$ cat src/rtl/mem_arb_pkg.sv
// Shared types and constants for the I-cache/D-cache main-memory arbiter.
package mem_arb_pkg;

  typedef enum logic [1:0] {
    IDLE  = 2'd0,
    ISSUE = 2'd1,
    WAIT  = 2'd2,
    RESP  = 2'd3
  } state_e;

  typedef enum logic {
    REQ_IC = 1'b0,
    REQ_DC = 1'b1
  } req_id_e;

  localparam int unsigned MEM_LAT_DEF = 4;
  localparam int unsigned GNT_CNT_W   = 16;
  localparam logic [GNT_CNT_W-1:0] GNT_CNT_SAT = 16'hFFFF;

  // Grant counters stick at full scale instead of wrapping.
  function automatic logic [GNT_CNT_W-1:0] sat_inc(input logic [GNT_CNT_W-1:0] v);
    return (v == GNT_CNT_SAT) ? v : v + GNT_CNT_W'(1);
  endfunction

endpackage

$ cat src/rtl/mem_arb_lat_cnt.sv
// Loadable down-counter timing the memory access latency; last_c flags a count of one.
module mem_arb_lat_cnt #(
  parameter int unsigned W = 3
) (
  input  logic         clk,
  input  logic         rst_n,
  input  logic         load,
  input  logic [W-1:0] load_val,
  input  logic         dec,
  output logic         last_c
);

  logic [W-1:0] cnt_q, cnt_d;

  always_comb begin
    cnt_d = cnt_q;
    if (load) begin
      cnt_d = load_val;
    end else if (dec && (cnt_q != '0)) begin
      cnt_d = cnt_q - W'(1);
    end
  end

  always_ff @(posedge clk or negedge rst_n) begin
    if (!rst_n) begin
      cnt_q <= '0;
    end else begin
      cnt_q <= cnt_d;
    end
  end

  assign last_c = (cnt_q == W'(1));

endmodule

$ cat src/rtl/mem_arbiter.sv
// Shares one main-memory port between I-cache and D-cache miss paths.
// Define MEM_ARB_RR_EN for round-robin tie breaking; otherwise the D-cache wins ties.
module mem_arbiter
  import mem_arb_pkg::*;
#(
  parameter int unsigned ADDR_W  = 16,
  parameter int unsigned DATA_W  = 16,
  parameter int unsigned MEM_LAT = MEM_LAT_DEF
) (
  input  logic                 clk,
  input  logic                 rst_n,
  input  logic                 ic_req,
  input  logic [ADDR_W-1:0]    ic_addr,
  output logic                 ic_done,
  output logic [DATA_W-1:0]    ic_rdata,
  input  logic                 dc_req,
  input  logic                 dc_wr,
  input  logic [ADDR_W-1:0]    dc_addr,
  input  logic [DATA_W-1:0]    dc_wdata,
  output logic                 dc_done,
  output logic [DATA_W-1:0]    dc_rdata,
  output logic                 mem_en,
  output logic                 mem_wr,
  output logic [ADDR_W-1:0]    mem_addr,
  output logic [DATA_W-1:0]    mem_wdata,
  input  logic [DATA_W-1:0]    mem_rdata,
  input  logic                 mem_stall,
  output logic [GNT_CNT_W-1:0] ic_grant_cnt,
  output logic [GNT_CNT_W-1:0] dc_grant_cnt
);

  localparam int unsigned CNT_W = $clog2(MEM_LAT + 1);

  state_e                state_q, state_d;
  req_id_e               id_q, id_d, win_c;
  logic                  wr_q, wr_d;
  logic [ADDR_W-1:0]     addr_q, addr_d;
  logic [DATA_W-1:0]     wdata_q, wdata_d;
  logic                  mem_en_q, mem_en_d;
  logic                  ic_done_q, ic_done_d, dc_done_q, dc_done_d;
  logic [DATA_W-1:0]     ic_rdata_q, ic_rdata_d, dc_rdata_q, dc_rdata_d;
  logic [GNT_CNT_W-1:0]  ic_grant_cnt_q, ic_grant_cnt_d, dc_grant_cnt_q, dc_grant_cnt_d;
  logic                  cnt_load_c, cnt_dec_c, cnt_last_c;
`ifdef MEM_ARB_RR_EN
  req_id_e               last_q, last_d;
`endif

  // Winner selection; only differs between builds when both requesters are present.
  always_comb begin
    win_c = dc_req ? REQ_DC : REQ_IC;
`ifdef MEM_ARB_RR_EN
    if (ic_req && dc_req) begin
      win_c = (last_q == REQ_DC) ? REQ_IC : REQ_DC;
    end
`endif
  end

  always_comb begin
    state_d        = state_q;
    id_d           = id_q;
    wr_d           = wr_q;
    addr_d         = addr_q;
    wdata_d        = wdata_q;
    mem_en_d       = 1'b0;
    ic_done_d      = 1'b0;
    dc_done_d      = 1'b0;
    ic_rdata_d     = ic_rdata_q;
    dc_rdata_d     = dc_rdata_q;
    ic_grant_cnt_d = ic_grant_cnt_q;
    dc_grant_cnt_d = dc_grant_cnt_q;
    cnt_load_c     = 1'b0;
    cnt_dec_c      = 1'b0;
`ifdef MEM_ARB_RR_EN
    last_d         = last_q;
`endif
    case (state_q)
      IDLE: begin
        if (ic_req || dc_req) begin
          id_d     = win_c;
          addr_d   = (win_c == REQ_DC) ? dc_addr : ic_addr;
          wr_d     = (win_c == REQ_DC) && dc_wr;
          wdata_d  = (win_c == REQ_DC) ? dc_wdata : '0;
          if (win_c == REQ_DC) begin
            dc_grant_cnt_d = sat_inc(dc_grant_cnt_q);
          end else begin
            ic_grant_cnt_d = sat_inc(ic_grant_cnt_q);
          end
`ifdef MEM_ARB_RR_EN
          last_d   = win_c;
`endif
          mem_en_d = 1'b1;
          state_d  = ISSUE;
        end
      end
      ISSUE: begin
        if (mem_stall) begin
          mem_en_d = 1'b1;
        end else begin
          cnt_load_c = 1'b1;
          state_d    = WAIT;
        end
      end
      WAIT: begin
        cnt_dec_c = 1'b1;
        if (cnt_last_c) begin
          // Writes return zero rather than whatever the bus carries.
          if (id_q == REQ_DC) begin
            dc_rdata_d = wr_q ? '0 : mem_rdata;
            dc_done_d  = 1'b1;
          end else begin
            ic_rdata_d = mem_rdata;
            ic_done_d  = 1'b1;
          end
          state_d = RESP;
        end
      end
      RESP: begin
        state_d = IDLE;
      end
      default: begin
        state_d = IDLE;
      end
    endcase
  end

  always_ff @(posedge clk or negedge rst_n) begin
    if (!rst_n) begin
      state_q        <= IDLE;
      id_q           <= REQ_IC;
      wr_q           <= 1'b0;
      addr_q         <= '0;
      wdata_q        <= '0;
      mem_en_q       <= 1'b0;
      ic_done_q      <= 1'b0;
      dc_done_q      <= 1'b0;
      ic_rdata_q     <= '0;
      dc_rdata_q     <= '0;
      ic_grant_cnt_q <= '0;
      dc_grant_cnt_q <= '0;
    end else begin
      state_q        <= state_d;
      id_q           <= id_d;
      wr_q           <= wr_d;
      addr_q         <= addr_d;
      wdata_q        <= wdata_d;
      mem_en_q       <= mem_en_d;
      ic_done_q      <= ic_done_d;
      dc_done_q      <= dc_done_d;
      ic_rdata_q     <= ic_rdata_d;
      dc_rdata_q     <= dc_rdata_d;
      ic_grant_cnt_q <= ic_grant_cnt_d;
      dc_grant_cnt_q <= dc_grant_cnt_d;
    end
  end

`ifdef MEM_ARB_RR_EN
  // Pointer starts at D-cache so the first tie after reset goes to the I-cache.
  always_ff @(posedge clk or negedge rst_n) begin
    if (!rst_n) begin
      last_q <= REQ_DC;
    end else begin
      last_q <= last_d;
    end
  end
`endif

  mem_arb_lat_cnt #(
    .W(CNT_W)
  ) u_lat_cnt (
    .clk     (clk),
    .rst_n   (rst_n),
    .load    (cnt_load_c),
    .load_val(CNT_W'(MEM_LAT)),
    .dec     (cnt_dec_c),
    .last_c  (cnt_last_c)
  );

  assign mem_en       = mem_en_q;
  assign mem_wr       = wr_q;
  assign mem_addr     = addr_q;
  assign mem_wdata    = wdata_q;
  assign ic_done      = ic_done_q;
  assign dc_done      = dc_done_q;
  assign ic_rdata     = ic_rdata_q;
  assign dc_rdata     = dc_rdata_q;
  assign ic_grant_cnt = ic_grant_cnt_q;
  assign dc_grant_cnt = dc_grant_cnt_q;

endmodule

$ cat config.mk
export PLATFORM = sky130hd
export DESIGN_NAME = mem_arbiter
export DESIGN_NICKNAME = d
export VERILOG_FILES = /design/src/rtl/mem_arb_pkg.sv /design/src/rtl/mem_arb_lat_cnt.sv /design/src/rtl/mem_arbiter.sv
export SDC_FILE = /design/constraint.sdc
export NUM_CORES = 1
export LEC_CHECK = 0
export BUFFER_PORTS_ARGS = -buffer_cell sky130_fd_sc_hd__buf_4
export CAP_MARGIN = 20
export CORE_ASPECT_RATIO = 0.75
export CORE_MARGIN = 3
export CORE_UTILIZATION = 49
export DETAILED_ROUTE_END_ITERATION = 10
export PLACE_DENSITY = 0.79
export SETUP_SLACK_MARGIN = 0.5
export SYNTH_ARGS = -nofsm -noshare
export SYNTH_HDL_FRONTEND = slang
export SYNTH_SLANG_ARGS = --single-unit
$ cat constraint.sdc
create_clock -name clk -period 2.3 [get_ports clk]
set_input_delay 0 -clock clk [delete_from_list [all_inputs] [get_ports clk]]
set_output_delay 0 -clock clk [all_outputs]
set_load 0.05 [all_outputs]
==> out/summary.txt <==
status = completed
min cycle time layout = 1780 ps
commonest cells after routing, fill and taps aside = buf_4, nand2_1, dfrtp_1
Crit. End Element = flip-flop
wl on met1 = 5200 µm
GRT Total Usage = 24.9%
Post-synth EDFFs = 0
Layout area overhead = 55.6%
Max rail drop VDD = 0.951 mV
syn_nets = 496
Initial Util = 52.3%
metal2 WL = 6440 µm
pin count of the biggest net entering global routing = 52
Buf/Inv on CP = 2
most common cell after layout, fill and taps aside = buf_4
Post-Synthesis Cells = 418
Die Ht = 89.8 µm
Post-Route Setup TNS = 0 ps
sequential share of the synthesized area = 57.8%
Hold Fails Final Rpt = 0
nets@finish = 740
top_reg_cell synth = dfrtp_1
Root Driver = clkbuf_16
number of DRC markers in iteration 0 = 230
drt drc = 0
Critical Path Source Type = flip-flop
Sinks on Clock Net = 106
dpl ws = 323 ps
crit path DAT = 2040 ps
Clock Path Buffers = 2
PnR worst setup slack = 519 ps
RePlAce Congestion = 0.784
clock slew at reported path FFs = 70 ps
max layer used = met4
I/O Pins = 170
PD cells = 1340 nW/µm²
Rel. slew slack = 63.3%
unique cell type count in the Yosys netlist = 36
antenna-violating nets left = 0
Hold Path Class = primary input to flip-flop
Max Fclk = 561 MHz
CTS tree = built
via count = 4075
Clock Latency Late Sink = 340 ps
1st-pass router iterations = 5
vias per cell = 5.15
Num CTS Buffers = 9
RSZ-0062 raised after global routing = yes
Synth async-reset ratio = 100%
Filler Cells Inserted = 531
Buffers on Ports = 169
register area = 2690 µm²
skew final = 6.79 ps
row count = 29
Die Area = 10600 µm²
Die X = 118 µm
Final period util = 77.5%
Worst Path Max Fanout = 51
first-pass GRT wire length = 21500 µm
GRT overflow = 0
Avg Cell Area, Syn = 11.0 µm²
Slowest-stage cell, CP = nor4_1
Multi-input gate area = 1920 µm²
Worst-Margin Slew = 551 ps
drt total wl = 13000 µm
initial antenna violation count = 0
final setup vio count = 0
# H-tree levels = 3
routed wl met3 = 975 µm
Cell Chain, Critical Path = inv_2, ha_4, o21ai_4, buf_4, nor4_1, xnor2_1
synth warn = 0
peak per-stage delay on the critical path = 490 ps
FF+latch count, synth = 106
Largest delay share family, worst path = simple AND/OR/NAND/NOR gates
ANT cells = 0
Critical Path RT = 2560 ps
Static Leakage = 0.00350 µW
number of global-route vias before repair = 4322
core area = 8780 µm²
Syn Std Cell Area = 4590 µm²
layout cells sized above 1 = 39.0%
maxcap violations = 0
final slew viol count = 0
critical path class = flip-flop to flip-flop
dpl hpwl = 7950 µm
drt wl/cell = 16.4 µm
-- kinds of logic after synthesis --
logic type                 share of synthesized area [%]
and+or+nand+nor                                     19.3
DFF                                                 57.8
AOI/OAI and AO/OA                                   4.77
muxes                                               7.90
xor gates and xnor gates                            5.91
buffers and inverters                               2.13
adders and majority gates                           2.18
-- report_power, final --
part	total (µW)	internal (µW)	switching [µW]
clock	1560	857	699
sequential	3050	2550	500
combinational	4940	1590	3360
total	9550	4990	4560
-- sequential cells by signal, summed over array words and instances, names as in the netlist, 2 cells and up --
name / count
dc_grant_cnt: 16
dc_rdata: 16
ic_grant_cnt: 16
ic_rdata: 16
mem_addr: 16
mem_wdata: 16
u_lat_cnt.cnt_q: 3
state_q: 2
-- layer usage --
| metal | global-route usage, % | vias up |
|---|---|---|
| met5 | 0 | - |
| met4 | 8.29 | 0 |
| met3 | 7.78 | 30 |
| met2 | 42.3 | 180 |
| met1 | 30.2 | 1973 |
| li1 | - | 1892 |
-- synth_stat cells, types with 2 or more instances --
master | instances | area share [%]
a21oi_1 | 2 | 0.22
and3_1 | 6 | 0.82
buf_2 | 3 | 0.33
clkbuf_1 | 12 | 0.98
dfrtp_1 | 106 | 58
ha_1 | 8 | 2.2
inv_1 | 9 | 0.74
mux2_1 | 2 | 0.49
mux2_2 | 16 | 3.9
mux2i_1 | 16 | 3.5
nand2_1 | 84 | 6.9
nand2b_1 | 17 | 2.3
nand3_1 | 30 | 3.3
nand4_1 | 9 | 1.2
nand4_2 | 2 | 0.55
nor2_1 | 9 | 0.74
nor2b_1 | 3 | 0.41
nor3_2 | 2 | 0.44
nor4_1 | 2 | 0.27
o21ai_0 | 27 | 2.9
o21ai_1 | 9 | 0.98
xnor2_1 | 23 | 4.4
xor2_1 | 8 | 1.5
-- worst min-delay path, cell delays in order --
cell and delay [ps]:
buf_4 80, mux2i_1 60, o21ai_0 150
-- stage by stage --
step | hold WS (ps) | total power (µW) | instance area, µm² | utilization [%] | cells
CTS | 1.57 | 9480 | 7080 | 80.6 | 785
floorplan | -296 | 6200 | 4640 | - | 418
finish | 0.661 | 9550 | 7140 | 81.4 | 791
global placement | 18.8 | 7660 | 6070 | 69.1 | 701
detailed placement | 21.4 | 7770 | 6070 | 69.1 | 701
global route | 51.8 | 10100 | 7140 | 81.4 | 791
-- layout make-up --
cell class                 instances  share of cell area (%)
clock buffer                       9                    3.15
clock inverter                     7                    1.07
inverter                           9                   0.473
multi-input combinational        287                    26.8
sequential                       106                    37.6
tap                              124                    2.17
timing repair buffer             249                    28.7
-- worst paths after layout --
kind / from / slack (ps) / depth (start not counted) / endpoint
hold reg to reg: mem_wdata[1] / 470 / 2 / mem_wdata[1]
setup reg to reg: state_q[1] / 520 / 6 / ic_grant_cnt[4]
min in group asynchronous: rst_n / 200 / 2 / dc_grant_cnt[13]
hold / removal: dc_addr[2] / 0.7 / 3 / mem_addr[2]
setup / recovery: state_q[1] / 520 / 6 / ic_grant_cnt[4]
max in group asynchronous: rst_n / 1350 / 3 / dc_rdata[14]
-- what timing repair did --
item,in CTS,in global routing
hold endpoints to repair,110,0
gates resized for setup,8,4
hold buffers,67,0
setup endpoints to repair,19,30
pin swaps,1,7
setup buffers,1,6
Power figures use the tool's default switching activity.
